**src/rtl/word_framer_pkg.sv**
```systemverilog
// Shared encodings and byte classification for the word framer.
package word_framer_pkg;

  typedef enum logic [1:0] {
    ST_FILL  = 2'd0,
    ST_DRAIN = 2'd1,
    ST_TERM  = 2'd2
  } state_e;

  localparam logic [7:0] SP       = 8'h20;
  localparam logic [7:0] HT       = 8'h09;
  localparam logic [7:0] LF       = 8'h0A;
  localparam logic [7:0] CR       = 8'h0D;
  localparam logic [7:0] PRINT_LO = 8'h21;
  localparam logic [7:0] PRINT_HI = 8'h7E;

  function automatic logic is_delim(input logic [7:0] b);
    return (b == SP) || (b == HT) || (b == LF) || (b == CR);
  endfunction

  function automatic logic is_printable(input logic [7:0] b);
    return (b >= PRINT_LO) && (b <= PRINT_HI);
  endfunction

endpackage

```
**src/rtl/word_buffer.sv**
```systemverilog
// Word storage: DEPTH x 8 register array, one write port, combinational read.
module word_buffer #(
  parameter int DEPTH = 16,
  parameter int AW    = $clog2(DEPTH)
) (
  input  logic          clk,
  input  logic          we,
  input  logic [AW-1:0] waddr,
  input  logic [7:0]    wdata,
  input  logic [AW-1:0] raddr,
  output logic [7:0]    rdata
);

  logic [7:0] mem_q [DEPTH];

  // NOTE: storage is deliberately not reset; len in the parent defines which
  // entries are meaningful, so clearing the array would only cost logic.
  always_ff @(posedge clk) begin
    if (we) mem_q[waddr] <= wdata;
  end

  // Guard keeps non-power-of-two depths from reading past the array.
  assign rdata = ({1'b0, raddr} < (AW + 1)'(DEPTH)) ? mem_q[raddr] : 8'h00;

endmodule

```
**src/rtl/word_framer.sv**
```systemverilog
// Buffers each word until its delimiter, then replays it at one char per
// clock followed by a single space, back-pressuring the host meanwhile.
module word_framer
  import word_framer_pkg::*;
#(
  parameter int         DEPTH     = 16,
  parameter logic [7:0] IDLE_CHAR = 8'h20
) (
  input  logic       clk,
  input  logic       reset,
  input  logic [7:0] in_data,
  input  logic       in_valid,
  output logic       in_ready,
  input  logic       flush,
  output logic [7:0] out_char,
  output logic       out_valid,
  output logic       overflow
);

  localparam int AW = $clog2(DEPTH);
  localparam int LW = $clog2(DEPTH + 1);

  state_e        state_q, state_d;
  logic [LW-1:0] len_q, len_d;
  logic [AW-1:0] rd_ptr_q, rd_ptr_d;
  logic [7:0]    out_char_q, out_char_d;
  logic          out_valid_q, out_valid_d;
  logic          overflow_q, overflow_d;

  logic          buf_we;
  logic [7:0]    buf_rdata;

  word_buffer #(.DEPTH(DEPTH), .AW(AW)) u_buf (
    .clk   (clk),
    .we    (buf_we),
    .waddr (len_q[AW-1:0]),
    .wdata (in_data),
    .raddr (rd_ptr_q),
    .rdata (buf_rdata)
  );

  assign in_ready = (state_q == ST_FILL) && !flush;

  // NOTE: every signal gets its default before the case so that no path
  // leaves one unassigned, which would otherwise infer a latch.
  always_comb begin
    state_d     = state_q;
    len_d       = len_q;
    rd_ptr_d    = rd_ptr_q;
    overflow_d  = overflow_q;
    out_char_d  = IDLE_CHAR;
    out_valid_d = 1'b0;
    buf_we      = 1'b0;

    unique case (state_q)
      ST_FILL: begin
        if (flush) begin
          if (len_q != '0) begin
            state_d  = ST_DRAIN;
            rd_ptr_d = '0;
          end
        end else if (in_valid) begin
          if (is_delim(in_data)) begin
            if (len_q != '0) begin
              state_d  = ST_DRAIN;
              rd_ptr_d = '0;
            end
          end else if (is_printable(in_data)) begin
            if (len_q < LW'(DEPTH)) begin
              buf_we = 1'b1;
              len_d  = len_q + LW'(1);
            end else begin
              overflow_d = 1'b1;
            end
          end
        end
      end

      ST_DRAIN: begin
        out_char_d  = buf_rdata;
        out_valid_d = 1'b1;
        rd_ptr_d    = rd_ptr_q + AW'(1);
        if (LW'(rd_ptr_q) == len_q - LW'(1)) state_d = ST_TERM;
      end

      ST_TERM: begin
        out_char_d  = SP;
        out_valid_d = 1'b1;
        len_d       = '0;
        state_d     = ST_FILL;
      end

      default: state_d = ST_FILL;
    endcase
  end

  // NOTE: non-blocking assignments so every register samples pre-edge values.
  always_ff @(posedge clk) begin
    if (reset) begin
      state_q     <= ST_FILL;
      len_q       <= '0;
      rd_ptr_q    <= '0;
      out_char_q  <= IDLE_CHAR;
      out_valid_q <= 1'b0;
      overflow_q  <= 1'b0;
    end else begin
      state_q     <= state_d;
      len_q       <= len_d;
      rd_ptr_q    <= rd_ptr_d;
      out_char_q  <= out_char_d;
      out_valid_q <= out_valid_d;
      overflow_q  <= overflow_d;
    end
  end

  assign out_char  = out_char_q;
  assign out_valid = out_valid_q;
  assign overflow  = overflow_q;

endmodule
```
**config.mk**
```make
export PLATFORM = sky130hd
export DESIGN_NAME = word_framer
export DESIGN_NICKNAME = d
export VERILOG_FILES = /design/src/rtl/word_framer_pkg.sv /design/src/rtl/word_buffer.sv /design/src/rtl/word_framer.sv
export SDC_FILE = /design/constraint.sdc
export NUM_CORES = 1
export LEC_CHECK = 0
export CORE_UTILIZATION = 54
export DETAILED_ROUTE_END_ITERATION = 6
export GPL_TIMING_DRIVEN = 0
export PLACE_DENSITY_LB_ADDON = 0.2
export SYNTH_ARGS = -nofsm -noshare
export SYNTH_HDL_FRONTEND = slang
export SYNTH_SLANG_ARGS = --single-unit
```
**constraint.sdc**
```tcl
create_clock -name clk -period 2.3 [get_ports clk]
set_clock_uncertainty 0.05 [all_clocks]
set_input_delay 0.345 -clock clk [delete_from_list [all_inputs] [get_ports clk]]
set_output_delay 0.345 -clock clk [all_outputs]
set_load 0.05 [all_outputs]
```
==> reports/qor.yml, run 1 <==
layout:
  synthToLayoutAreaGrowth_pct: 23.3
  final_layout_size_suffix_gt1_share_pct: 31.2
  n_fill_cell: 678
  final_cells: 550
  fin_area_um2: 7490
  insertedDiodeCount: 0
  nets: 418
global_route:
  grt_pass1_wl_um: 19700
  track_usage_pct: 24.8
  antenna_found_initial: 0
  grt_max_degree: 21
  grt-ovfl-total: 0
  grt_pass1_vias: 3345
die:
  pin_count: 23
  die_x_um: 108
  dieArea_um2: 11700
  die_height_um: 108
  start_util_pct: 55.8
  row_count: 38
  core-area_um2: 10900
power_and_ir_drop:
  ir_drop_mv: 0.554
  power_mw: 6.09
  p_int_mw: 4.84
  seqPwrFrac_pct: 48.6
  power_per_cell_area_nw_per_um2: 812
  p_sw_mw: 1.24
  p_comb_share_pct: 5.3
  leakage_nw: 2.44
  swShare_pct: 20.4
  p_clk_share_pct: 46.1
synthesis:
  synthFlopType: "edfxtp_1"
  yosys.area.top_type: "edfxtp_1"
  syn-num-nets: 359
  synth_edf_count: 128
  yosys-top-cells-area: "edfxtp_1 63%, mux4_2 15%, dfxtp_1 6.9%, ha_1 1.9%, nor2b_1 1.0%"
  syn_area_per_cell_um2: 18.0
  synth_top_area_share_pct: 63.3
  synth-seq-cells: 149
  syn_inst: 338
  ys_warn_count: 0
  ys_types: 41
  async_reset_ff_share_pct: 0
  syn_area_um2: 6080
  synth-seq-area-share_pct: 70.2
clock_network:
  cts.sinks: 149
  htreeDepth: 4
  cts.clk_slew.worst_paths_ps: 60
  clk-insertion-delay-late_ps: 530
  clockBufferDepth: 2
  cts_inserted_buffers: 17
  cts_root_buffer: "clkbuf_8"
  cts_tree: "built"
worst_setup_path:
  cp_max_fo: 5
  end_kind: "output pin"
  path_cells: "inv_2 > ha_4 > nor2b_4 > clkdlybuf4s15_1"
  cp-start-kind: "flip-flop"
  critPathKind: "flip-flop to output pin"
  slowest_stage: "clkdlybuf4s15_1"
  rr_worst_depth: 9
  cpPeakStageDelay_ps: 510
  cp.arrival_ps: 1830
  cp.required_ps: 1900
flow_run:
  drv_cap: 0
route:
  ant_nets: 0
  dr_total_vias: 3347
  firstDrtPassIters: 5
  wirelength_um: 13200
  wl_per_cell_um: 23.9
  initialDrtViolationCount: 336
  vias_per_cell: 6.09
  drcViolationCount: 0
sta:
  slew_headroom_pct: 39.6
  max_freq_mhz: 450
  fin_crit_sh_pct: 96.6
  finalHoldViolCount: 0
  min_period_ps: 2220
  worst_pin_slew_ps: 907
  slew_violations: 0
  setup_viol: 0
worst_hold_path:
  hold_class: "input pin to flip-flop"
  min_path_cells: 1
placement:
  portBuffers: 22
  place_inst: 500
  dpl.hpwl_um: 8000
  place_area_um2: 6590
  gp_congestion: 0.855
status:
  status: "finished, final reports clean"
==> cell usage after synthesis, types with 4 or more instances <==
library cell,instances
nor2_1,16
nand3_1,5
clkbuf_1,8
edfxtp_1,128
ha_1,9
nand3b_1,6
dfxtp_1,21
nor3_1,8
inv_1,9
a21oi_1,9
nand2_1,16
a31oi_1,4
o21ai_0,4
nand4b_1,4
nor2b_1,10
mux4_2,40
==> power groups by stage <==
stage / clock (mW) / sequential (mW) / combinational [mW]
5_1_grt: 2.94 / 2.96 / 0.347
6_report: 2.81 / 2.96 / 0.324
4_1_cts: 2.84 / 2.96 / 0.305
3_5_place_dp: 0 / 3.01 / 0.294
2_1_floorplan: 0 / 3.03 / 0.167
3_3_place_gp: 0 / 3.01 / 0.287
==> final timing paths <==
kind,startpoint,endpoint,slack (ps)
hold / removal,in_data[5],u_buf.mem_q[0][5],260
setup reg to reg,state_q[1],u_buf.mem_q[3][7],80
hold reg to reg,overflow,overflow,430
setup / recovery,state_q[1],in_ready,80
==> cell families after synthesis <==
logic type | share of synthesized area, %
xor gates and xnor gates | 0.721
muxes | 14.8
DFF | 70.2
adders and majority gates | 1.85
and+or+nand+nor | 7.68
AOI/OAI and AO/OA | 2.88
buffers and inverters | 1.85
==> cell type report <==
class	count	area, um^2	area share, %
Buffer	16	98.8	1.32
Clock buffer	19	422	5.63
Clock inverter	13	180	2.40
Inverter	9	33.8	0.451
Multi-Input combinational cell	164	1910	25.5
Sequential cell	149	4260	56.9
Tap cell	140	175	2.34
Timing Repair Buffer	40	410	5.48
==> per-layer routing <==
layer | GRT usage, % | part of all wire [%] | wire [um] | vias to the layer above
met5 | 0 | 0 | 0 | -
met4 | 10.8 | 2.4 | 312 | 0
met3 | 5.36 | 6.1 | 806 | 20
met2 | 38.2 | 50 | 6530 | 133
met1 | 34.4 | 42 | 5530 | 1713
li1 | - | - | - | 1481
==> critical path: cells and delay by family, from the launching register on <==
kind	cells	cell delay, ps
and+or+nand+nor	1	170
adders and majority gates	1	190
DFF	1	320
buffers and inverters	2	620
==> layout by cell type (no fill, tap or decap), types with 2 or more instances in the layout <==
cell	n
xor2_1	2
xnor2_1	3
clkdlybuf4s50_1	13
clkbuf_2	6
o21ai_0	4
ha_1	8
edfxtp_1	128
mux4_2	40
nor2_4	12
clkinv_4	3
nand4b_1	4
clkbuf_1	5
inv_2	2
dfxtp_1	21
nand4_1	2
nor3_4	4
nand2_4	4
o211ai_1	3
a21oi_1	8
buf_12	4
nor2_1	4
or3_1	2
a31oi_1	4
buf_4	12
nand2b_1	3
nor3b_1	3
buf_6	7
dlygate4sd2_1	6
inv_6	2
buf_2	2
nand3_1	5
clkinv_1	3
clkbuf_16	16
bufinv_16	4
nand2_1	12
nor2b_1	9
nor3_1	4
inv_1	7
nand3b_1	6
==> sequential cells by signal, indices dropped and copies added, names as in the netlist <==
signal / count
len_q: 5
out_char: 8
out_valid: 1
overflow: 1
rd_ptr_q: 4
state_q: 2
u_buf.mem_q: 128
==> repair_timing <==
item                       CTS  global route
buffers inserted            12             6
pin swaps                    8             6
hold buffers                 0             0
gates cloned                 0             0
resized for setup           29            19
setup endpoints to repair  138           139
==> through the flow <==
stage	hold slack [ps]	setup TNS (ps)	setup slack, ps	util (%)
2_1_floorplan	367	-2170	-36.4	-
4_1_cts	410	0	0.111	67.8
3_3_place_gp	408	-118440	-1030	60.5
3_5_place_dp	436	-127580	-1100	60.5
6_report	256	0	78.0	68.8
5_1_grt	269	-1.83	-1.65	68.8
Note: power is estimated with default switching activity, not from simulation.
==> inputs of run 2 (changes only) <==
- CAP_MARGIN: unset -> 30
- CORE_UTILIZATION: 54 -> 50
==> run 2 against run 1 <==
Net effect:
- the flow now finishes with violations (design-rule violations)
- power shrank 5.6%
- highest routed layer unchanged
- fmax grew 1.3%
- non-clock buffer count up 3
==> reports/qor.yml, run 2 (same netlist as run 1, synthesis figures left out) <==
route:
  wl_per_cell_um: 23.6  # -1.6%
  wirelength_um: 13100  # -0.51%
  dr_total_vias: 3377  # +0.90%
  drcViolationCount: 3  # +3
  firstDrtPassIters: 7  # +2
  vias_per_cell: 6.07  # -0.19%
  ant_nets: 0  # unchanged
  initialDrtViolationCount: 341  # +1.5%
clock_network:
  cts.sinks: 149  # unchanged
  clockBufferDepth: 2  # unchanged
  htreeDepth: 4  # unchanged
  cts_root_buffer: "clkbuf_16"
  cts_inserted_buffers: 17  # unchanged
  cts.clk_slew.worst_paths_ps: 60  # about the same
  cts_hold_buf: 0  # unchanged
  clk-insertion-delay-late_ps: 420  # -110 ps
  cts_tree: "built"
placement:
  portBuffers: 22  # unchanged
  gp_congestion: 0.835  # -2.3%
  place_ws_ps: -1130  # -31.8 ps
  place_inst: 503  # +0.60%
  dpl.hpwl_um: 7950  # -0.51%
  place_area_um2: 6590  # about the same
worst_setup_path:
  cp-start-kind: "input pin"
  timing.rr.start: "rd_ptr_q[0]"
  rr_worst_depth: 5  # -4
  cp_max_fo: 20  # +15
  end_kind: "flip-flop"
  cp.arrival_ps: 2220  # +390 ps
  critPathKind: "input pin to flip-flop"
  setup.worst_path.end: "u_buf.mem_q[7][3]"
  cp-startpoint: "in_data[7]"
  r2r_end: "out_char[4]"
  cp.required_ps: 2330  # +430 ps
  regToRegSetupSlack_ps: 110  # +30 ps
layout:
  final_util_pct: 64.2  # -4.6 points
  final_common_cell: "edfxtp_1"
  insertedDiodeCount: 0  # unchanged
  largest-register: "u_buf.mem_q"
  final_layout_size_suffix_gt1_share_pct: 32.0  # +0.74 points
  n_fill_cell: 815  # +20%
  regArea_um2: 4270  # about the same
  synthToLayoutAreaGrowth_pct: 22.7
  multi_input_area_um2: 1900  # -0.33%
  fin_area_um2: 7460  # -0.48%
  largest_reg_flops: 128  # unchanged
  nets: 421  # +0.72%
  final_cell_mix: "128 x edfxtp_1, 40 x mux4_2, 20 x dfxtp_1"
  final_cells: 556  # +1.1%
sta:
  tns_ps: 0  # unchanged
  setup_slack_ps: 106  # +28.3 ps
  min_period_ps: 2190  # -28.3 ps
  finalHoldViolCount: 0  # unchanged
  worst_pin_slew_ps: 877  # -29.7 ps
  max_freq_mhz: 456  # +1.3%
  rsz0062_at_grt: "true"
  fin_crit_sh_pct: 95.4  # -1.2 points
  slew_headroom_pct: 41.5  # +2.0 points
  setup_viol: 0  # unchanged
  slew_violations: 0  # unchanged
die:
  die_height_um: 112  # +3.8%
  die_x_um: 112  # +3.8%
  core-area_um2: 11600  # +6.7%
  start_util_pct: 52.3  # -3.5 points
  dieArea_um2: 12600  # +7.8%
  row_count: 39  # +2.6%
  pin_count: 23  # unchanged
status:
  status: "finished with violations"
  violations: "design-rule violations"
global_route:
  grt-ovfl-total: 0  # unchanged
  grt_pass1_wl_um: 20000  # +1.6%
  grt_pass1_vias: 3389  # +1.3%
  antenna_found_initial: 0  # unchanged
  track_usage_pct: 22.8  # -2.0 points
  grt_max_degree: 21  # unchanged
power_and_ir_drop:
  power_per_cell_area_nw_per_um2: 770  # -5.2%
  ir_drop_mv: 0.540  # -2.5%
  leakage_nw: 2.41  # -1.2%
worst_hold_path:
  min_path_cells: 1  # unchanged
  hold_class: "input pin to flip-flop"
flow_run:
  drv_cap: 0  # unchanged
==> run 2: cell count changes in the layout (fill, tap and decap cells not counted), sizes merged, moves of 2 or more <==
cell | previous run | this run
bufinv | 4 | 1
clkinv | 7 | 10
buf | 26 | 28
clkbuf | 28 | 30
clkdlybuf4s15 | 1 | 3
clkinvlp | 0 | 2
dlygate4sd2 | 6 | 4
inv | 11 | 9
==> run 2: stage by stage <==
stage	power [mW]	hold slack [ps]
floorplan	3.19	367
global placement	3.30	411
detailed placement	3.31	414
CTS	5.75	433
global route	5.91	394
finish	5.74	362
==> run 2: worst max-delay path, stage by stage <==
cell           delay, ps
dlygate4sd2_1        460
nor4bb_1             360
o211ai_1             200
a21oi_2              240
buf_6                190
nand2_4              110
nor2_4               300
==> run 2: what timing repair did <==
action / in CTS / in global routing
resized for setup: 36 / 17
endpoints found under the setup margin: 146 / 136
pin swaps: 12 / 7
endpoints found under the hold margin: 0 / 0
buffers inserted: 19 / 2
==> run 2: worst min-delay path by stage <==
stage / startpoint / endpoint / slack (ps)
final: in_data[0] / u_buf.mem_q[4][0] / 360
after global routing: in_data[5] / u_buf.mem_q[6][5] / 390
after CTS: overflow / overflow / 430
after detailed placement: overflow / overflow / 410
after global placement: overflow / overflow / 410
after floorplan: reset / out_valid / 370
==> run 2: power by group <==
part | switching, mW | internal [mW] | leakage [nW] | total, mW
clock | 1.02 | 1.46 | 0.252 | 2.48
combinational | 0.182 | 0.128 | 0.834 | 0.310
sequential | 0.00901 | 2.95 | 1.32 | 2.96
==> run 2: layer usage <==
layer	track usage, %	vias to the layer above	wire [um]
met2	35.7	142	6500
met1	31.1	1729	5460
met3	4.97	20	838
li1	-	1486	-
met5	0	-	0
met4	10.1	0	315
==> run 2: area by class of cell <==
| class | instances | share of cell area (%) |
|---|---|---|
| sequential | 149 | 57.2 |
| multi-input combinational | 164 | 25.5 |
| timing repair buffer | 43 | 6.12 |
| clock buffer | 19 | 5.81 |
| tap | 143 | 2.40 |
| buffer | 16 | 1.28 |
| clock inverter | 13 | 1.22 |
| inverter | 9 | 0.453 |
